**src/rtl/garbage_pkg.sv**
```systemverilog
// Shared game-state encodings and the garbage queue package (entry type, depths, attack table).
// Optional build macro GARBAGE_CANCEL_EN selects the CANCEL state (see garbage_queue.sv).

`ifndef GAME_STATE_DEFINES
`define GAME_STATE_DEFINES
`define GS_NOTH 3'd0
`define GS_PREP 3'd1
`define GS_DROP 3'd2
`define GS_LKDY 3'd3
`define GS_PLAC 3'd4
`define GS_ELIM 3'd5
`define GS_GARB 3'd6
`define GS_LOSE 3'd7
`endif

package garbage_pkg;

    localparam int FIFO_DEPTH = 8;
    localparam int PTR_W      = $clog2(FIFO_DEPTH);
    localparam int CNT_W      = PTR_W + 1;

    localparam logic [3:0] INSERT_CAP = 4'd8;
    localparam logic [3:0] MAX_HOLE   = 4'd9;

    typedef struct packed {
        logic [2:0] lines;
        logic [3:0] hole;
    } garb_entry_t;

`ifdef GARBAGE_CANCEL_EN
    typedef enum logic [1:0] {
        Q_IDLE   = 2'd0,
        Q_CANCEL = 2'd1,
        Q_SEND   = 2'd2,
        Q_INSERT = 2'd3
    } q_state_t;
`else
    typedef enum logic [1:0] {
        Q_IDLE   = 2'd0,
        Q_SEND   = 2'd2,
        Q_INSERT = 2'd3
    } q_state_t;
`endif

    // Lines sent to the opponent for 0..4 rows cleared.
    localparam logic [4:0][2:0] ATTACK_TABLE = {3'd4, 3'd2, 3'd1, 3'd0, 3'd0};

    function automatic logic [2:0] attack_of(input logic [2:0] rows);
        logic [2:0] idx;
        idx = (rows > 3'd4) ? 3'd4 : rows;
        return ATTACK_TABLE[idx];
    endfunction

endpackage

```
**src/rtl/garbage_fifo.sv**
```systemverilog
// Eight-entry garbage FIFO with head line-count write-back and synchronous flush.

module garbage_fifo
    import garbage_pkg::*;
(
    input  logic              clk,
    input  logic              rst,
    input  logic              push,
    input  garb_entry_t       push_data,
    input  logic              pop,
    input  logic              head_wr,
    input  logic [2:0]        head_lines,
    input  logic              flush,
    output garb_entry_t       head,
    output logic              full,
    output logic              empty,
    output logic [CNT_W-1:0]  count
);

    garb_entry_t       mem [FIFO_DEPTH];
    logic [PTR_W-1:0]  rd_ptr;
    logic [PTR_W-1:0]  wr_ptr;
    logic              push_en;
    logic              pop_en;
    logic              wr_en;

    assign full    = (count == CNT_W'(FIFO_DEPTH));
    assign empty   = (count == '0);
    assign head    = mem[rd_ptr];
    assign push_en = push && !full;
    assign pop_en  = pop && !empty;
    assign wr_en   = head_wr && !empty && !pop_en;

    // Push never targets the head slot while it is live: the pointers only
    // coincide when empty (no head access) or full (no push).
    always_ff @(posedge clk or negedge rst) begin
        if (!rst) begin
            rd_ptr <= '0;
            wr_ptr <= '0;
            count  <= '0;
            for (int i = 0; i < FIFO_DEPTH; i++) begin
                mem[i] <= '0;
            end
        end else if (flush) begin
            rd_ptr <= '0;
            wr_ptr <= '0;
            count  <= '0;
        end else begin
            if (push_en) begin
                mem[wr_ptr] <= push_data;
                wr_ptr      <= wr_ptr + 1'b1;
            end
            if (pop_en) begin
                rd_ptr <= rd_ptr + 1'b1;
            end else if (wr_en) begin
                mem[rd_ptr].lines <= head_lines;
            end
            count <= count + CNT_W'(push_en) - CNT_W'(pop_en);
        end
    end

endmodule

```
**src/rtl/garbage_queue.sv**
```systemverilog
// Garbage line queue: buffers incoming attacks, cancels them with our clears, inserts rows in GARB.
// Build macro GARBAGE_CANCEL_EN enables the CANCEL state; without it every attack is sent in full.

module garbage_queue
    import garbage_pkg::*;
(
    input  logic        clk,
    input  logic        rst,
    input  logic [2:0]  state,
    input  logic [4:0]  ctr_garb,
    input  logic        gin_valid,
    output logic        gin_ready,
    input  logic [2:0]  gin_lines,
    input  logic [3:0]  gin_hole,
    input  logic        clr_valid,
    input  logic [2:0]  clr_lines,
    output logic        row_ins,
    output logic [3:0]  row_hole,
    output logic        send_valid,
    output logic [2:0]  send_lines,
    output logic [5:0]  pending,
    output logic        busy
);

    q_state_t          fsm;
    q_state_t          fsm_n;
    logic [2:0]        residual;
    logic [2:0]        residual_n;
    logic [3:0]        ins_cnt;
    logic [3:0]        ins_cnt_n;

    garb_entry_t       head;
    garb_entry_t       push_data;
    logic              full;
    logic              empty;
    logic [CNT_W-1:0]  count;

    logic              in_noth;
    logic              in_garb;
    logic [2:0]        attack;
    logic              push_store;
    logic              consume;
    logic              pop;
    logic              head_wr;
    logic              drains;

    assign in_noth   = (state == `GS_NOTH);
    assign in_garb   = (state == `GS_GARB);
    assign attack    = attack_of(clr_lines);
    assign gin_ready = !full;

    // Zero-line attacks are handshaken but never occupy a slot.
    assign push_store      = gin_valid && !full && (gin_lines != 3'd0) && !in_noth;
    assign push_data.lines = gin_lines;
    assign push_data.hole  = (gin_hole > MAX_HOLE) ? 4'd0 : gin_hole;

    assign pop     = consume && (head.lines == 3'd1);
    assign head_wr = consume && (head.lines != 3'd1);
    assign drains  = pop && (count == CNT_W'(1)) && !push_store;

    garbage_fifo u_fifo (
        .clk        (clk),
        .rst        (rst),
        .push       (push_store),
        .push_data  (push_data),
        .pop        (pop),
        .head_wr    (head_wr),
        .head_lines (head.lines - 3'd1),
        .flush      (in_noth),
        .head       (head),
        .full       (full),
        .empty      (empty),
        .count      (count)
    );

    always_ff @(posedge clk or negedge rst) begin
        if (!rst) begin
            fsm      <= Q_IDLE;
            residual <= '0;
            ins_cnt  <= '0;
        end else begin
            fsm      <= fsm_n;
            residual <= residual_n;
            ins_cnt  <= ins_cnt_n;
        end
    end

    always_comb begin
        fsm_n      = fsm;
        residual_n = residual;
        ins_cnt_n  = ins_cnt;
        consume    = 1'b0;
        row_ins    = 1'b0;
        send_valid = 1'b0;
        if (in_noth) begin
            fsm_n      = Q_IDLE;
            residual_n = '0;
            ins_cnt_n  = '0;
        end else begin
            case (fsm)
                Q_IDLE: begin
                    if (clr_valid && (attack != 3'd0)) begin
                        residual_n = attack;
`ifdef GARBAGE_CANCEL_EN
                        fsm_n = empty ? Q_SEND : Q_CANCEL;
`else
                        fsm_n = Q_SEND;
`endif
                    end else if (in_garb && (ctr_garb == 5'd0) && !empty) begin
                        fsm_n     = Q_INSERT;
                        ins_cnt_n = '0;
                    end
                end
`ifdef GARBAGE_CANCEL_EN
                Q_CANCEL: begin
                    if ((residual != 3'd0) && !empty) begin
                        consume    = 1'b1;
                        residual_n = residual - 3'd1;
                        if (residual == 3'd1) begin
                            fsm_n = Q_IDLE;
                        end else if (drains) begin
                            fsm_n = Q_SEND;
                        end
                    end else begin
                        fsm_n = (residual != 3'd0) ? Q_SEND : Q_IDLE;
                    end
                end
`endif
                Q_SEND: begin
                    send_valid = 1'b1;
                    residual_n = '0;
                    fsm_n      = Q_IDLE;
                end
                Q_INSERT: begin
                    // Exit checks come first so a GARB phase ending mid-insert emits no row.
                    if (empty || (ins_cnt == INSERT_CAP) || !in_garb) begin
                        fsm_n = Q_IDLE;
                    end else begin
                        row_ins   = 1'b1;
                        consume   = 1'b1;
                        ins_cnt_n = ins_cnt + 4'd1;
                        if (drains || (ins_cnt_n == INSERT_CAP)) begin
                            fsm_n = Q_IDLE;
                        end
                    end
                end
                default: fsm_n = Q_IDLE;
            endcase
        end
    end

    assign row_hole   = row_ins ? head.hole : 4'd0;
    assign send_lines = send_valid ? residual : 3'd0;
    assign busy       = (fsm != Q_IDLE);

    always_ff @(posedge clk or negedge rst) begin
        if (!rst) begin
            pending <= '0;
        end else if (in_noth) begin
            pending <= '0;
        end else begin
            pending <= pending + (push_store ? {3'b000, gin_lines} : 6'd0) - {5'b00000, consume};
        end
    end

endmodule

```
**config.mk**
```make
export PLATFORM = sky130hd
export DESIGN_NAME = garbage_queue
export DESIGN_NICKNAME = d
export VERILOG_FILES = /design/src/rtl/garbage_pkg.sv /design/src/rtl/garbage_fifo.sv /design/src/rtl/garbage_queue.sv
export SDC_FILE = /design/constraint.sdc
export NUM_CORES = 1
export LEC_CHECK = 0
export ABC_AREA = 1
export CELL_PAD_IN_SITES_DETAIL_PLACEMENT = 1
export CELL_PAD_IN_SITES_GLOBAL_PLACEMENT = 1
export CORE_MARGIN = 10
export CORE_UTILIZATION = 44
export DETAILED_ROUTE_END_ITERATION = 8
export PLACE_DENSITY = 0.82
export SLEW_MARGIN = 20
export SYNTH_ARGS = -nofsm -noshare
export SYNTH_HDL_FRONTEND = slang
export SYNTH_SLANG_ARGS = --single-unit
```
**constraint.sdc**
```tcl
create_clock -name clk -period 8.7 [get_ports clk]
set_clock_uncertainty 0.1 [all_clocks]
set_input_delay 0.87 -clock clk [delete_from_list [all_inputs] [get_ports clk]]
set_output_delay 0.87 -clock clk [all_outputs]
set_load 0.01 [all_outputs]
```
==> flow_summary.toml <==
[outcome]
status = "finished clean"

[route]
vias = 5470
remaining_drc_errors = 0
drt_pass1_iterations = 5
via_per_inst = 5.39
first_iter_violations = 284
wl_per_cell_um = 17.9
ant_nets = 0
wl_um = 18100

[clock_tree]
numCtsBuffers = 9
worst_skew_pair.late_latency_ns = 0.36
cts_max_level = 3
clkSinkCount = 81
cts_resized = 0
root_buffer = "clkbuf_16"
cts_hold_repair.buffers = 0
path_clk_slew_ns = 0.07
cts_setup_buffers = 0
cts_tree = "yes"
cts_buffer_depth = 2

[synth]
async_flop_share_pct = 100
yosysUniqueCellTypes = 40
synth_edf_count = 0
yosys_most_used_dff = "dfrtp_1"
seq_area_frac_synth_pct = 36.9
syn_area_mm2 = 0.00549
postSynthCellCount = 813
synth_area_per_cell_um2 = 6.76
yosys_warnings = 0
synth_seq_cells = 81
syn_nets = 856

[setup_path]
crit_path_end_kind = "flip-flop"
path_max_fanout = 52
critPathLaunchType = "primary input"
worstSetupPathType = "primary input to flip-flop"
crit_arrival_ns = 4.53
regToRegSetupSlack_ns = 4.68
rr_worst_depth = 17
reg2reg_to = "u_fifo.count[3]$_DFF_PN0_"
critPathRequiredTime_ns = 8.84
r2r-start = "u_fifo.rd_ptr[0]$_DFFE_PN0P_"

[layout]
fillers = 1621
stdcell_count = 1015
final_cell_mix = "377 x nand2_1, 81 x dfrtp_1, 78 x inv_1"
drive_gt1_share_pct = 6.73
multi_input_area_mm2 = 0.00295
ff_latch_area_mm2 = 0.00203
nets = 885
area_growth_pct = 13.1
final_common_cell = "nand2_1"
diodes = 0

[place]
hpwlAfterDp_um = 13000
port_buffers = 38
dp.cells = 999
place_ws_ns = 3.98
place_congestion = 0.882

[sta]
fin_crit_ns = 4.39
fmax_mhz = 228
period_share_pct = 50.5
finalHoldViolCount = 0
setup_ws_ns = 4.31
max_slew_margin_pct = 49.0
setup_viol = 0
fin_tns_setup_ns = 0
worstMarginPinSlew_ns = 0.763
grt_setup_unrepaired = "no"
drv_slew = 0
whs_ns = 0.328

[global_routing]
grt_antenna_before_repair = 0
busiest_layer = "met2"
grt_pass1_wl_um = 30000
grt_pass1_vias = 5817
use_met3_pct = 3.51
grt-ovfl-total = 0
grtUsageMet2_pct = 36.6
grt_usage_pct = 21.2
grt_start_max_net_pins = 55
gr-usage-met1_pct = 26.0

[die]
dieHeight_um = 132
die_w_um = 132
fp.dieArea_mm2 = 0.0174
io_pins = 39
initial_utilization_pct = 45.4
rows = 40
core_area_mm2 = 0.0121

[flow_run]
max-cap-violations = 0

[power_and_ir_drop]
peakVddDrop_mv = 0.122
powerDensity_mw_per_mm2 = 313
static-leakage-power_nw = 3.27

[worst_hold_path]
hold_path_class = "primary input to asynchronous set/reset pin"
## cell usage after synthesis, types with 6 or more instances
cell type,count,area share (%)
buf_2,6,0.55
nand3_1,61,5.6
nor2_2,7,0.80
nand2_1,377,26
inv_1,78,5.3
o21ai_0,32,2.9
ha_1,19,4.3
nor2_1,36,2.5
nor2_4,8,1.6
o21ai_1,20,1.8
dfrtp_1,81,37
a21oi_1,13,1.2
inv_2,11,0.75
o22ai_1,8,0.91
## cells by family after synthesis
family	count (synthesis)	synth area share, %
simple gates	514	39.9
compound gates	82	8.18
xor+xnor	3	0.478
fa+ha+maj	21	5.06
flops	81	36.9
buf+inv	112	9.47
## power breakdown
| group | total, mW | switching [mW] | internal (mW) | leakage [nW] |
|---|---|---|---|---|
| clock | 0.394 | 0.165 | 0.229 | 0.142 |
| combinational | 0.898 | 0.579 | 0.319 | 2.08 |
| sequential | 0.651 | 0.116 | 0.534 | 1.05 |
| total | 1.94 | 0.861 | 1.08 | 3.27 |
## final cells by class
class                           instances  share of cell area [%]
Clock buffer                           11                    3.90
Multi-Input combinational cell        620                    47.4
Timing Repair Buffer                   39                    6.20
Clock inverter                          5                   0.886
Sequential cell                        81                    32.6
Inverter                               91                    5.62
Tap cell                              168                    3.38
## through the flow
step | power, mW | util (%) | instance area, um2
after global placement | 1.48 | 48.9 | 5920
after floorplan | 1.26 | - | 5490
after detailed placement | 1.55 | 48.9 | 5920
after global routing | 2.11 | 51.3 | 6220
after CTS | 1.95 | 51.3 | 6220
final | 1.94 | 51.3 | 6220
## how the worst max path moves through the flow
stage	startpoint	endpoint	slack, ns	cells past startpoint
after CTS	gin_lines[2]	pending[4]$_DFF_PN0_	4.36	16
after global routing	gin_lines[2]	pending[4]$_DFF_PN0_	3.97	16
after detailed placement	gin_lines[2]	pending[4]$_DFF_PN0_	3.98	16
after global placement	state[1]	pending[4]$_DFF_PN0_	4.26	14
final	gin_lines[2]	pending[4]$_DFF_PN0_	4.31	16
after floorplan	gin_lines[2]	pending[4]$_DFF_PN0_	5.51	17
## per-layer routing
layer	part of all wire, %	vias up
met5	0	-
met4	2.1	0
met3	4.0	29
met2	50	127
met1	44	2705
li1	-	2609
## critical path: stages
cell and delay [ns]:
clkdlybuf4s50_1 0.72, nor2_1 0.10, nand2_1 0.10, nand2_2 0.08
nor2_8 0.34, nand2_4 0.49, o21ai_1 0.46, nand2_1 0.10
ha_1 0.23, fa_1 0.40, nand2_1 0.08, inv_1 0.05
o21ai_0 0.15, nand2_1 0.09, o21ai_0 0.17, a21oi_1 0.08
(Power assumes the default switching activity.)
